==> src/rtl/ext_host_arbiter_if.sv <==
// Host-side request bundle and external target port of ext_host_arbiter.
// master = arbiter view, slave = host adapters plus target view.
interface ext_host_arbiter_if #(
  parameter int unsigned NUM_CH = 4,
  parameter int unsigned ADDR_W = 32,
  parameter int unsigned DATA_W = 32,
  parameter int unsigned LEN_W  = 4
);
  logic [NUM_CH-1:0]        m_req;
  logic [NUM_CH-1:0]        m_wen;
  logic [NUM_CH*ADDR_W-1:0] m_addr;
  logic [NUM_CH*DATA_W-1:0] m_wdata;
  logic [NUM_CH*LEN_W-1:0]  m_blen;
  logic [NUM_CH-1:0]        m_beat_ack;
  logic [NUM_CH-1:0]        m_done;
  logic [NUM_CH-1:0]        m_err;
  logic [DATA_W-1:0]        m_rdata;
  logic                     ext_sel;
  logic                     ext_wen;
  logic                     ext_ren;
  logic [ADDR_W-1:0]        ext_addr;
  logic [DATA_W-1:0]        ext_wdata;
  logic [DATA_W-1:0]        ext_rdata;
  logic                     ext_ready;
  logic                     busy;

  modport master (
    input  m_req, m_wen, m_addr, m_wdata, m_blen, ext_rdata, ext_ready,
    output m_beat_ack, m_done, m_err, m_rdata,
    output ext_sel, ext_wen, ext_ren, ext_addr, ext_wdata, busy
  );

  modport slave (
    output m_req, m_wen, m_addr, m_wdata, m_blen, ext_rdata, ext_ready,
    input  m_beat_ack, m_done, m_err, m_rdata,
    input  ext_sel, ext_wen, ext_ren, ext_addr, ext_wdata, busy
  );
endinterface

==> src/rtl/ext_host_arbiter.sv <==
// Multi-channel burst arbiter onto the single external target port, with per-beat ready timeout.
// Define EXT_ARB_FIXED_PRIO_EN for fixed priority (lowest channel wins); default is round-robin.
module ext_host_arbiter #(
  parameter int unsigned NUM_CH      = 4,
  parameter int unsigned ADDR_W      = 32,
  parameter int unsigned DATA_W      = 32,
  parameter int unsigned LEN_W       = 4,
  parameter int unsigned ADDR_STRIDE = 4,
  parameter int unsigned TIMEOUT     = 64
) (
  input logic              clk,
  input logic              rst,
  ext_host_arbiter_if.master bus
);

  localparam int unsigned      PTR_W    = (NUM_CH > 1) ? $clog2(NUM_CH) : 1;
  localparam int unsigned      TMR_W    = $clog2(TIMEOUT + 2);
  localparam logic [TMR_W-1:0] TMR_LAST = TMR_W'((TIMEOUT > 0) ? TIMEOUT - 1 : 0);

  localparam logic [1:0] S_IDLE   = 2'd0;
  localparam logic [1:0] S_ACCESS = 2'd1;
  localparam logic [1:0] S_GAP    = 2'd2;

  logic [1:0]        r_state;
  logic [PTR_W-1:0]  r_gnt;
  logic              r_wen;
  logic [LEN_W-1:0]  r_cnt;
  logic              r_last;
  logic [TMR_W-1:0]  r_tmr;
  logic              r_sel;
  logic              r_ext_wen;
  logic              r_ext_ren;
  logic [ADDR_W-1:0] r_addr;
  logic [DATA_W-1:0] r_wdata;
  logic [DATA_W-1:0] r_rdata;
  logic [NUM_CH-1:0] r_beat_ack;
  logic [NUM_CH-1:0] r_done;
  logic [NUM_CH-1:0] r_err;

  logic [ADDR_W-1:0] w_addr  [NUM_CH];
  logic [DATA_W-1:0] w_wdata [NUM_CH];
  logic [LEN_W-1:0]  w_blen  [NUM_CH];
  logic              w_gnt_vld;
  logic [PTR_W-1:0]  w_gnt;

  for (genvar gi = 0; gi < NUM_CH; gi++) begin : g_unpack
    assign w_addr[gi]  = bus.m_addr[gi*ADDR_W +: ADDR_W];
    assign w_wdata[gi] = bus.m_wdata[gi*DATA_W +: DATA_W];
    assign w_blen[gi]  = bus.m_blen[gi*LEN_W +: LEN_W];
  end

`ifdef EXT_ARB_FIXED_PRIO_EN
  always_comb begin
    w_gnt_vld = 1'b0;
    w_gnt     = '0;
    for (int unsigned i = 0; i < NUM_CH; i++) begin
      if (!w_gnt_vld && bus.m_req[i]) begin
        w_gnt_vld = 1'b1;
        w_gnt     = PTR_W'(i);
      end
    end
  end
`else
  logic [PTR_W-1:0] r_rr_ptr;

  // Two passes: channels at/after the pointer first, then the wrapped-around ones.
  always_comb begin
    w_gnt_vld = 1'b0;
    w_gnt     = '0;
    for (int unsigned i = 0; i < NUM_CH; i++) begin
      if (!w_gnt_vld && bus.m_req[i] && (PTR_W'(i) >= r_rr_ptr)) begin
        w_gnt_vld = 1'b1;
        w_gnt     = PTR_W'(i);
      end
    end
    for (int unsigned i = 0; i < NUM_CH; i++) begin
      if (!w_gnt_vld && bus.m_req[i]) begin
        w_gnt_vld = 1'b1;
        w_gnt     = PTR_W'(i);
      end
    end
  end

  // Pointer moves during the closing GAP, before IDLE arbitrates again.
  always_ff @(posedge clk or posedge rst) begin
    if (rst) begin
      r_rr_ptr <= '0;
    end else if (r_state == S_GAP && r_last) begin
      r_rr_ptr <= (r_gnt == PTR_W'(NUM_CH - 1)) ? '0 : r_gnt + 1'b1;
    end
  end
`endif

  always_ff @(posedge clk or posedge rst) begin
    if (rst) begin
      r_state    <= S_IDLE;
      r_gnt      <= '0;
      r_wen      <= 1'b0;
      r_cnt      <= '0;
      r_last     <= 1'b0;
      r_tmr      <= '0;
      r_sel      <= 1'b0;
      r_ext_wen  <= 1'b0;
      r_ext_ren  <= 1'b0;
      r_addr     <= '0;
      r_wdata    <= '0;
      r_rdata    <= '0;
      r_beat_ack <= '0;
      r_done     <= '0;
      r_err      <= '0;
    end else begin
      r_beat_ack <= '0;
      r_done     <= '0;
      r_err      <= '0;
      case (r_state)
        S_IDLE: begin
          if (w_gnt_vld) begin
            r_gnt     <= w_gnt;
            r_wen     <= bus.m_wen[w_gnt];
            r_addr    <= w_addr[w_gnt];
            r_cnt     <= w_blen[w_gnt];
            r_wdata   <= w_wdata[w_gnt];
            r_sel     <= 1'b1;
            r_ext_wen <= bus.m_wen[w_gnt];
            r_ext_ren <= ~bus.m_wen[w_gnt];
            r_tmr     <= '0;
            r_last    <= 1'b0;
            r_state   <= S_ACCESS;
          end
        end
        S_ACCESS: begin
          if (bus.ext_ready) begin
            r_sel             <= 1'b0;
            r_ext_wen         <= 1'b0;
            r_ext_ren         <= 1'b0;
            r_beat_ack[r_gnt] <= 1'b1;
            if (!r_wen) r_rdata <= bus.ext_rdata;
            if (r_cnt == '0) begin
              r_done[r_gnt] <= 1'b1;
              r_last        <= 1'b1;
            end else begin
              r_cnt <= r_cnt - 1'b1;
            end
            r_state <= S_GAP;
          end else if (TIMEOUT > 0 && r_tmr == TMR_LAST) begin
            r_sel         <= 1'b0;
            r_ext_wen     <= 1'b0;
            r_ext_ren     <= 1'b0;
            r_done[r_gnt] <= 1'b1;
            r_err[r_gnt]  <= 1'b1;
            r_last        <= 1'b1;
            r_state       <= S_GAP;
          end else begin
            r_tmr <= r_tmr + 1'b1;
          end
        end
        S_GAP: begin
          if (r_last) begin
            r_state <= S_IDLE;
          end else begin
            r_addr    <= r_addr + ADDR_W'(ADDR_STRIDE);
            r_wdata   <= w_wdata[r_gnt];
            r_sel     <= 1'b1;
            r_ext_wen <= r_wen;
            r_ext_ren <= ~r_wen;
            r_tmr     <= '0;
            r_state   <= S_ACCESS;
          end
        end
        default: r_state <= S_IDLE;
      endcase
    end
  end

  assign bus.ext_sel    = r_sel;
  assign bus.ext_wen    = r_ext_wen;
  assign bus.ext_ren    = r_ext_ren;
  assign bus.ext_addr   = r_addr;
  assign bus.ext_wdata  = r_wdata;
  assign bus.m_rdata    = r_rdata;
  assign bus.m_beat_ack = r_beat_ack;
  assign bus.m_done     = r_done;
  assign bus.m_err      = r_err;
  assign bus.busy       = (r_state != S_IDLE);

endmodule

==> src/flat_wrapper.sv <==
// flat-port wrapper written by rule: the top's interface ports become plain ports
module ext_host_arbiter_flat 
#(
  parameter int unsigned NUM_CH      = 4,
  parameter int unsigned ADDR_W      = 32,
  parameter int unsigned DATA_W      = 32,
  parameter int unsigned LEN_W       = 4,
  parameter int unsigned ADDR_STRIDE = 4,
  parameter int unsigned TIMEOUT     = 64
)
  (clk, rst, bus_m_req, bus_m_wen, bus_m_addr, bus_m_wdata, bus_m_blen, bus_ext_rdata, bus_ext_ready, bus_m_beat_ack, bus_m_done, bus_m_err, bus_m_rdata, bus_ext_sel, bus_ext_wen, bus_ext_ren, bus_ext_addr, bus_ext_wdata, bus_busy);
  ext_host_arbiter_if #(.NUM_CH(NUM_CH), .ADDR_W(ADDR_W), .DATA_W(DATA_W), .LEN_W(LEN_W)) bus_i ();
  input logic clk;
  input logic rst;
  input wire logic [$bits(bus_i.m_req)-1:0] bus_m_req;
  input wire logic [$bits(bus_i.m_wen)-1:0] bus_m_wen;
  input wire logic [$bits(bus_i.m_addr)-1:0] bus_m_addr;
  input wire logic [$bits(bus_i.m_wdata)-1:0] bus_m_wdata;
  input wire logic [$bits(bus_i.m_blen)-1:0] bus_m_blen;
  input wire logic [$bits(bus_i.ext_rdata)-1:0] bus_ext_rdata;
  input wire logic [$bits(bus_i.ext_ready)-1:0] bus_ext_ready;
  output wire logic [$bits(bus_i.m_beat_ack)-1:0] bus_m_beat_ack;
  output wire logic [$bits(bus_i.m_done)-1:0] bus_m_done;
  output wire logic [$bits(bus_i.m_err)-1:0] bus_m_err;
  output wire logic [$bits(bus_i.m_rdata)-1:0] bus_m_rdata;
  output wire logic [$bits(bus_i.ext_sel)-1:0] bus_ext_sel;
  output wire logic [$bits(bus_i.ext_wen)-1:0] bus_ext_wen;
  output wire logic [$bits(bus_i.ext_ren)-1:0] bus_ext_ren;
  output wire logic [$bits(bus_i.ext_addr)-1:0] bus_ext_addr;
  output wire logic [$bits(bus_i.ext_wdata)-1:0] bus_ext_wdata;
  output wire logic [$bits(bus_i.busy)-1:0] bus_busy;
  assign bus_i.m_req = bus_m_req;
  assign bus_i.m_wen = bus_m_wen;
  assign bus_i.m_addr = bus_m_addr;
  assign bus_i.m_wdata = bus_m_wdata;
  assign bus_i.m_blen = bus_m_blen;
  assign bus_i.ext_rdata = bus_ext_rdata;
  assign bus_i.ext_ready = bus_ext_ready;
  assign bus_m_beat_ack = bus_i.m_beat_ack;
  assign bus_m_done = bus_i.m_done;
  assign bus_m_err = bus_i.m_err;
  assign bus_m_rdata = bus_i.m_rdata;
  assign bus_ext_sel = bus_i.ext_sel;
  assign bus_ext_wen = bus_i.ext_wen;
  assign bus_ext_ren = bus_i.ext_ren;
  assign bus_ext_addr = bus_i.ext_addr;
  assign bus_ext_wdata = bus_i.ext_wdata;
  assign bus_busy = bus_i.busy;
  ext_host_arbiter #(.NUM_CH(NUM_CH), .ADDR_W(ADDR_W), .DATA_W(DATA_W), .LEN_W(LEN_W), .ADDR_STRIDE(ADDR_STRIDE), .TIMEOUT(TIMEOUT)) u_core (.clk(clk), .rst(rst), .bus(bus_i));
endmodule
==> config.mk <==
export PLATFORM = sky130hd
export DESIGN_NAME = ext_host_arbiter_flat
export DESIGN_NICKNAME = d
export VERILOG_FILES = /design/src/rtl/ext_host_arbiter_if.sv /design/src/rtl/ext_host_arbiter.sv /design/src/flat_wrapper.sv
export SDC_FILE = /design/constraint.sdc
export NUM_CORES = 1
export LEC_CHECK = 0
export BUFFER_PORTS_ARGS = -buffer_cell sky130_fd_sc_hd__buf_2
export CORE_AREA = 2 2 164 166
export DETAILED_ROUTE_END_ITERATION = 8
export DIE_AREA = 0 0 166 168
export PLACE_DENSITY = 0.65
export SYNTH_ARGS = -nofsm -noshare
export SYNTH_HDL_FRONTEND = slang
export SYNTH_SLANG_ARGS = --single-unit
==> constraint.sdc <==
create_clock -name clk -period 7.5 [get_ports clk]
set_input_delay 0.75 -clock clk [delete_from_list [all_inputs] [get_ports clk]]
set_output_delay 0.75 -clock clk [all_outputs]
set_load 0.01 [all_outputs]
-- After elaboration in Yosys (flattened, before gate mapping)
Index checks and enable logic that the tools add are counted.
- add/subtract/negate cells: 4
- multiply operators: 0
- div/mod/pow operators: 0
- magnitude comparators: 9
- equality and inequality tests: 12
- shift operators: 0
- multiplexer cells: 76
- bitwise gates (word level): 4
- reduce and logical (&&, ||, !) cells: 34
- operators with widths (operator ; number):
    $mux 32 ; 10
    $bmux 32 s2 ; 3
    $pmux 32 s2 ; 2
    $mux 4 ; 13
    $add 32x3->32 const B ; 1
    $mux 7 ; 4
    $mux 1 ; 24
    $pmux 7 s3 ; 1
    $mux 2 ; 10
    $logic_and 1x1->1 ; 13
    $reduce_and 4->1 ; 3
    $ne 2x2->1 const B ; 5
    $pmux 1 s3 ; 3
    $bmux 4 s2 ; 1
    $pmux 4 s2 ; 1
    $add 7x1->7 const B ; 1
    $eq 7x6->1 const B ; 1
    $logic_not 1->1 ; 7
    $ge 3x3->1 const B ; 2
    $lt 2x3->1 const B ; 2
    $ne 3x2->1 const B ; 2
    $not 2->3 ; 2
    $pmux 2 s3 ; 1
    $reduce_and 3->1 ; 2
    18 further kinds ; 25
- register bits after elaboration: 130
- latch bits: 0
- RAM bits: 0
- ROM bits: 0
- input bits: 315
- output and inout bits: 112
- word-level logic and storage cells: 155
- memories kept: 0

-- Depth between registers and ports, before layout
- word-level depth: 33
- depth in mapped cells: 9
- depth with buffers taken out: 8

-- Worst setup path before layout
No wires, ideal clock.
- path type: input port to flip-flop
- start point: in bus_m_req[3]
- end point: reg u_core.r_cnt[2]
- library setup time: 104 ps
- arrival time: 2246 ps
- data required time: 7396 ps
- slack: 5151 ps
- stages: 8
- path buffers: 2
- cell sequence: inv_1 and3_1 or3_1 buf_2 buf_4 mux2i_1 mux2_2 a221oi_1
- longest elaborated chain between the ends: 21
- elaborated cells between the ends (all ways): 28
- classes of those cells: 1 x eq/ne; 15 x mux; 1 x bitwise; 11 x reduce/logical
- ends and longest elaborated chain (item ; RTL line ; source):
    start, declared ; flat_wrapper.sv:15 ; input wire logic [$bits(bus_i.m_req)-1:0] bus_m_req;
    $logic_and 1x1->1 (2 in series) ; ext_host_arbiter.sv:71 ; if (!w_gnt_vld && bus.m_req[i] && (PTR_W'(i) >= r_rr_ptr)) begin
    $mux 1 ; ext_host_arbiter.sv:71 ;
    $logic_not 1->1 ; ext_host_arbiter.sv:77 ; if (!w_gnt_vld && bus.m_req[i]) begin
    $logic_and 1x1->1 ; ext_host_arbiter.sv:77 ;
    $mux 1 ; ext_host_arbiter.sv:77 ;
    $logic_not 1->1 ; ext_host_arbiter.sv:77 ;
    $logic_and 1x1->1 ; ext_host_arbiter.sv:77 ;
    $mux 1 ; ext_host_arbiter.sv:77 ;
    [3 not listed] ; - ;
    $logic_not 1->1 ; ext_host_arbiter.sv:77 ;
    $logic_and 1x1->1 ; ext_host_arbiter.sv:77 ;
    $mux 2 ; ext_host_arbiter.sv:77 ;
    $not 2->3 (implied by the code) ; ext_host_arbiter.sv:121 ; r_cnt <= w_blen[w_gnt];
    $bmux 4 s2 ; ext_host_arbiter.sv:121 ;
    $mux 4 (implied by the code) (2 in series) ; ext_host_arbiter.sv:121 ;
    $mux 4 ; ext_host_arbiter.sv:117 ; if (w_gnt_vld) begin
    $pmux 4 s2 ; ext_host_arbiter.sv:115 ; case (r_state)
    end signal, assigned ; ext_host_arbiter.sv:121 ;
    end signal, assigned ; ext_host_arbiter.sv:142 ; r_cnt <= r_cnt - 1'b1;
    end, declared ; ext_host_arbiter.sv:27 ; logic [LEN_W-1:0] r_cnt;
Several ways; a longest one is shown, not always the timed one. The select of a mux whose other input is x is not followed.
A chain may end at the register's enable or synchronous reset.

-- Worst setup path in the final report
- start point: reg u_core.r_state[0]
- end point: reg u_core.r_addr[17], in the netlist u_core.bus.ext_addr[17]
- longest elaborated chain between the ends: 3
- elaborated cells between the ends (all ways): 7
- classes of those cells: 3 x eq/ne; 1 x mux; 3 x reduce/logical
- ends and longest elaborated chain (item ; RTL line ; source):
    start, declared ; ext_host_arbiter.sv:24 ; logic [1:0] r_state;
    start signal, assigned ; ext_host_arbiter.sv:96 ; r_state <= S_IDLE;
    start signal, assigned ; ext_host_arbiter.sv:128 ; r_state <= S_ACCESS;
    start signal, assigned ; ext_host_arbiter.sv:144 ; r_state <= S_GAP;
    $eq 2x2->1 / $logic_not 2->1 (equally long branches) ; ext_host_arbiter.sv:115 ;
    $ne 2x2->1 (no line), or another cell as far along ; - ;
    $reduce_and 3->1 (no line) ; - ;
    end signal, assigned ; ext_host_arbiter.sv:120 ; r_addr <= w_addr[w_gnt];
    end signal, assigned ; ext_host_arbiter.sv:161 ; r_addr <= r_addr + ADDR_W'(ADDR_STRIDE);
    end, declared ; ext_host_arbiter.sv:33 ; logic [ADDR_W-1:0] r_addr;
Several ways; a longest one is shown, not always the timed one.

==> impl_metrics.tcl <==
set metrics [dict create \
    cts_buffers 17 \
    seqCellArea_sq_um 3250 \
    crit_arrival_ns 3.95 \
    critPathLaunch "u_core.r_state[0]$_DFFE_PP0P_" \
    path_common_cell "buf_4" \
    hold_viol_final 0 \
    place_area_sq_um 11500 \
    nets 1594 \
    synthFlopType "dfrtp_1" \
    drt-total-wl_mm 30.0 \
    grt_usage_pct 21.0 \
    synth_mux_area_share_pct 32.3 \
    rsz0062_at_grt "no" \
    synth_top_family_by_area "multiplexers" \
    ys_seq_area_share_pct 35.7 \
    path_max_fanout 68 \
    overflow 0 \
    synthArstFlopShare_pct 100 \
    critPathKind "reg2reg" \
    critical_path_buf_inv_count 3 \
    multi_input_area_sq_um 5530 \
    synth-xor-area-share_pct 0.384 \
    io_pins 427 \
    ys_types 57 \
    max-vdd-ir-drop_mv 0.219 \
    firstDrtPassIters 4 \
    place.port_buffers 426 \
    grt_max_degree 74 \
    final_util_pct 46.0 \
    max_stage_delay_ns 0.63 \
    crit_chain "inv_1 > ha_2 > buf_4 > nor2_1 > a211oi_4 > buf_4 > nand3_1 > o21ai_0 > o311a_1 > a221oi_1" \
    grt_pass1_wl_mm 46.6 \
    drive_gt1_share_pct 44.3 \
    fill_cells 2528 \
    end_kind "flip-flop" \
    final_common_cell "buf_2" \
    die_h_um 168 \
    synth_top_area_share_pct 35.7 \
    clockRootBuffer "clkbuf_16" \
    post-route-period-util_pct 49.3 \
    initial_utilization_pct 34.6 \
    yosysTopAreaCell "dfrtp_1" \
    drc 0 \
    ant_nets 0 \
    fp.dieW_um 166 \
    clock-sinks 130 \
    hold_path_class "in2async" \
    place.gp.congestion 0.815 \
    hold_buffers 0 \
    synth_area_sq_um 9110 \
    status "complete, no violations" \
    most-common-layout-cells "426 x buf_2, 155 x mux2i_1, 129 x dfrtp_1, 66 x nand2_1, 62 x o21ai_1" \
    vias 8638 \
    crit_cells 10 \
    ff2ff_path_depth 10 \
    h-tree-depth 4 \
    maxSlewViolCount 0 \
    required_ns 7.76 \
    synth-seq-cells 130 \
    timing.rr.start "u_core.r_state[0]$_DFFE_PP0P_" \
    slew-limit-headroom_pct 35.1 \
    synth-compound-area-share_pct 14.7 \
    clock.fmax_ghz 0.271 \
    vias_per_cell 5.32 \
    dp_hpwl_mm 22.9 \
    setup.worst_path.start_class "flip-flop" \
    synthSimpleGateAreaFrac_pct 11.1 \
    worst_slew_pin_slew_ns 0.973 \
    cts.repair.resized 0 \
    rows 60 \
    endpoint "u_core.bus.ext_addr[17]$_DFFE_PP0P_" \
    clk_path_buf_depth 2 \
    postCtsSetupBuffers 0 \
    setup_viol 0 \
    cts_tree "built" \
    cts.clk_slew.worst_paths_ns 0.07 \
    dr.first_iter.drc_count 412 \
    critPathTopFamily "buffers and inverters" \
    ys_warn_count 0 \
    syn_inst 874 \
    hold_slack_ns 0.376 \
    die_area_sq_um 27900 \
    crit_slowest_cell "ha_2" \
    wl_per_cell_um 18.5 \
    core_area_sq_um 26400 \
    rrSetupSlack_ns 3.81 \
    p_per_area_nw_per_um2 407 \
    syn_nets 1202 \
    clock_skew_ns 0.0125 \
    area_growth_pct 33.1 \
    antenna_found_initial 3 \
    first_global_vias 8652 \
    insertion_delay_ns 0.43 \
    fin_tns_setup_ns 0 \
    power_leakage_nw 5.85 \
    maxCapViolations 0 \
    r2r-end "u_core.bus.ext_addr[17]$_DFFE_PP0P_" \
    fin_crit_ns 3.69 \
    synth_fa_ha_area_share_pct 1.78 \
    synth_edf_count 0 \
    synth.avg_cell_area_sq_um 10.4 \
    synthTopCellsByArea "dfrtp_1 36%, mux2i_1 17%, mux4_2 8.7%, mux2_2 5.9%, o21ai_1 3.4%" \
    post-route-cell-area_sq_um 12100 \
]
cell type report:
cell class | instances | share of cell area (%)
multi-input cells | 662 | 45.6
well taps | 341 | 3.52
flip-flops and latches | 130 | 26.8
repair buffers | 438 | 18.3
inverters | 17 | 0.567
clock buffers | 17 | 3.51
diodes | 3 | 0.0619
clock inverters | 15 | 1.60
worst min path at each step:
stage                                                    end  slack, ns  depth (start not counted)
after floorplan                     u_core.r_wen$_DFFE_PP0P_       0.47                          2
after global placement    u_core.bus.m_rdata[20]$_DFFE_PP0P_       0.48                          1
after detailed placement  u_core.bus.m_rdata[30]$_DFFE_PP0P_       0.49                          1
after CTS                  u_core.bus.m_rdata[8]$_DFFE_PP0P_       0.40                          2
after global routing       u_core.bus.m_rdata[8]$_DFFE_PP0P_       0.41                          2
final                      u_core.bus.m_rdata[8]$_DFFE_PP0P_       0.38                          2
where the power goes:
part / switching, W / internal (W) / leakage, nW
combinational: 0.00153 / 0.00125 / 4.00
sequential: 0.000252 / 0.00103 / 1.55
clock: 0.000391 / 0.000482 / 0.299
synth_stat cells (4+ instances only):
master	number
a211oi_1	4
a21oi_1	21
a221oi_1	7
a31oi_1	4
and2_1	12
and3_1	24
and4_1	7
buf_1	4
buf_2	19
buf_4	5
clkbuf_1	36
dfrtp_1	130
ha_1	13
inv_1	17
mux2_1	6
mux2_2	48
mux2i_1	155
mux4_2	35
nand2_1	66
nand2b_1	9
nand3_1	14
nand4_1	12
nor2_1	26
nor3_1	7
nor4_1	4
o21ai_0	35
o21ai_1	62
o221a_1	12
o22a_1	32
or3_1	5
xor2_1	4
cells by family (layout without fill, tap and decap cells):
kind of cell,count (synthesis),count (layout)
multiplexers,244,244
AND/OR/NAND/NOR,198,198
AO/OA/AOI/OAI,203,203
XOR/XNOR,4,4
flip-flops,130,130
adder cells (fa/ha/maj),13,13
other,0,3
buffers and inverters,82,487
layer usage:
metal,GRT usage [%],vias to the layer above,wire [um]
li1,-,4109,-
met1,24.8,4177,12200
met2,37.2,316,15100
met3,5.20,36,1920
met4,7.07,0,741
met5,0,-,0
sequential cells by signal (all words and copies together) (netlist names):
signal / count
u_core.r_tmr: 7
u_core.r_wen: 1
u_core.r_last: 1
u_core.r_rr_ptr: 2
u_core.bus.ext_sel: 1
u_core.r_gnt: 2
u_core.bus.ext_addr: 32
u_core.bus.ext_wen: 1
u_core.bus.m_done: 4
u_core.bus.m_rdata: 32
u_core.r_cnt: 4
u_core.bus.m_err: 4
u_core.bus.m_beat_ack: 4
u_core.bus.ext_ren: 1
u_core.bus.ext_wdata: 32
u_core.r_state: 2
through the flow:
stage	std cells	power, W	setup WS (ns)
2_1_floorplan	874	0.00323	3.28
3_5_place_dp	1588	0.00409	3.87
5_1_grt	1623	0.00531	3.47
3_3_place_gp	1588	0.00403	3.96
6_report	1623	0.00494	3.81
4_1_cts	1620	0.00498	3.85
Power figures use the tool's default switching activity.
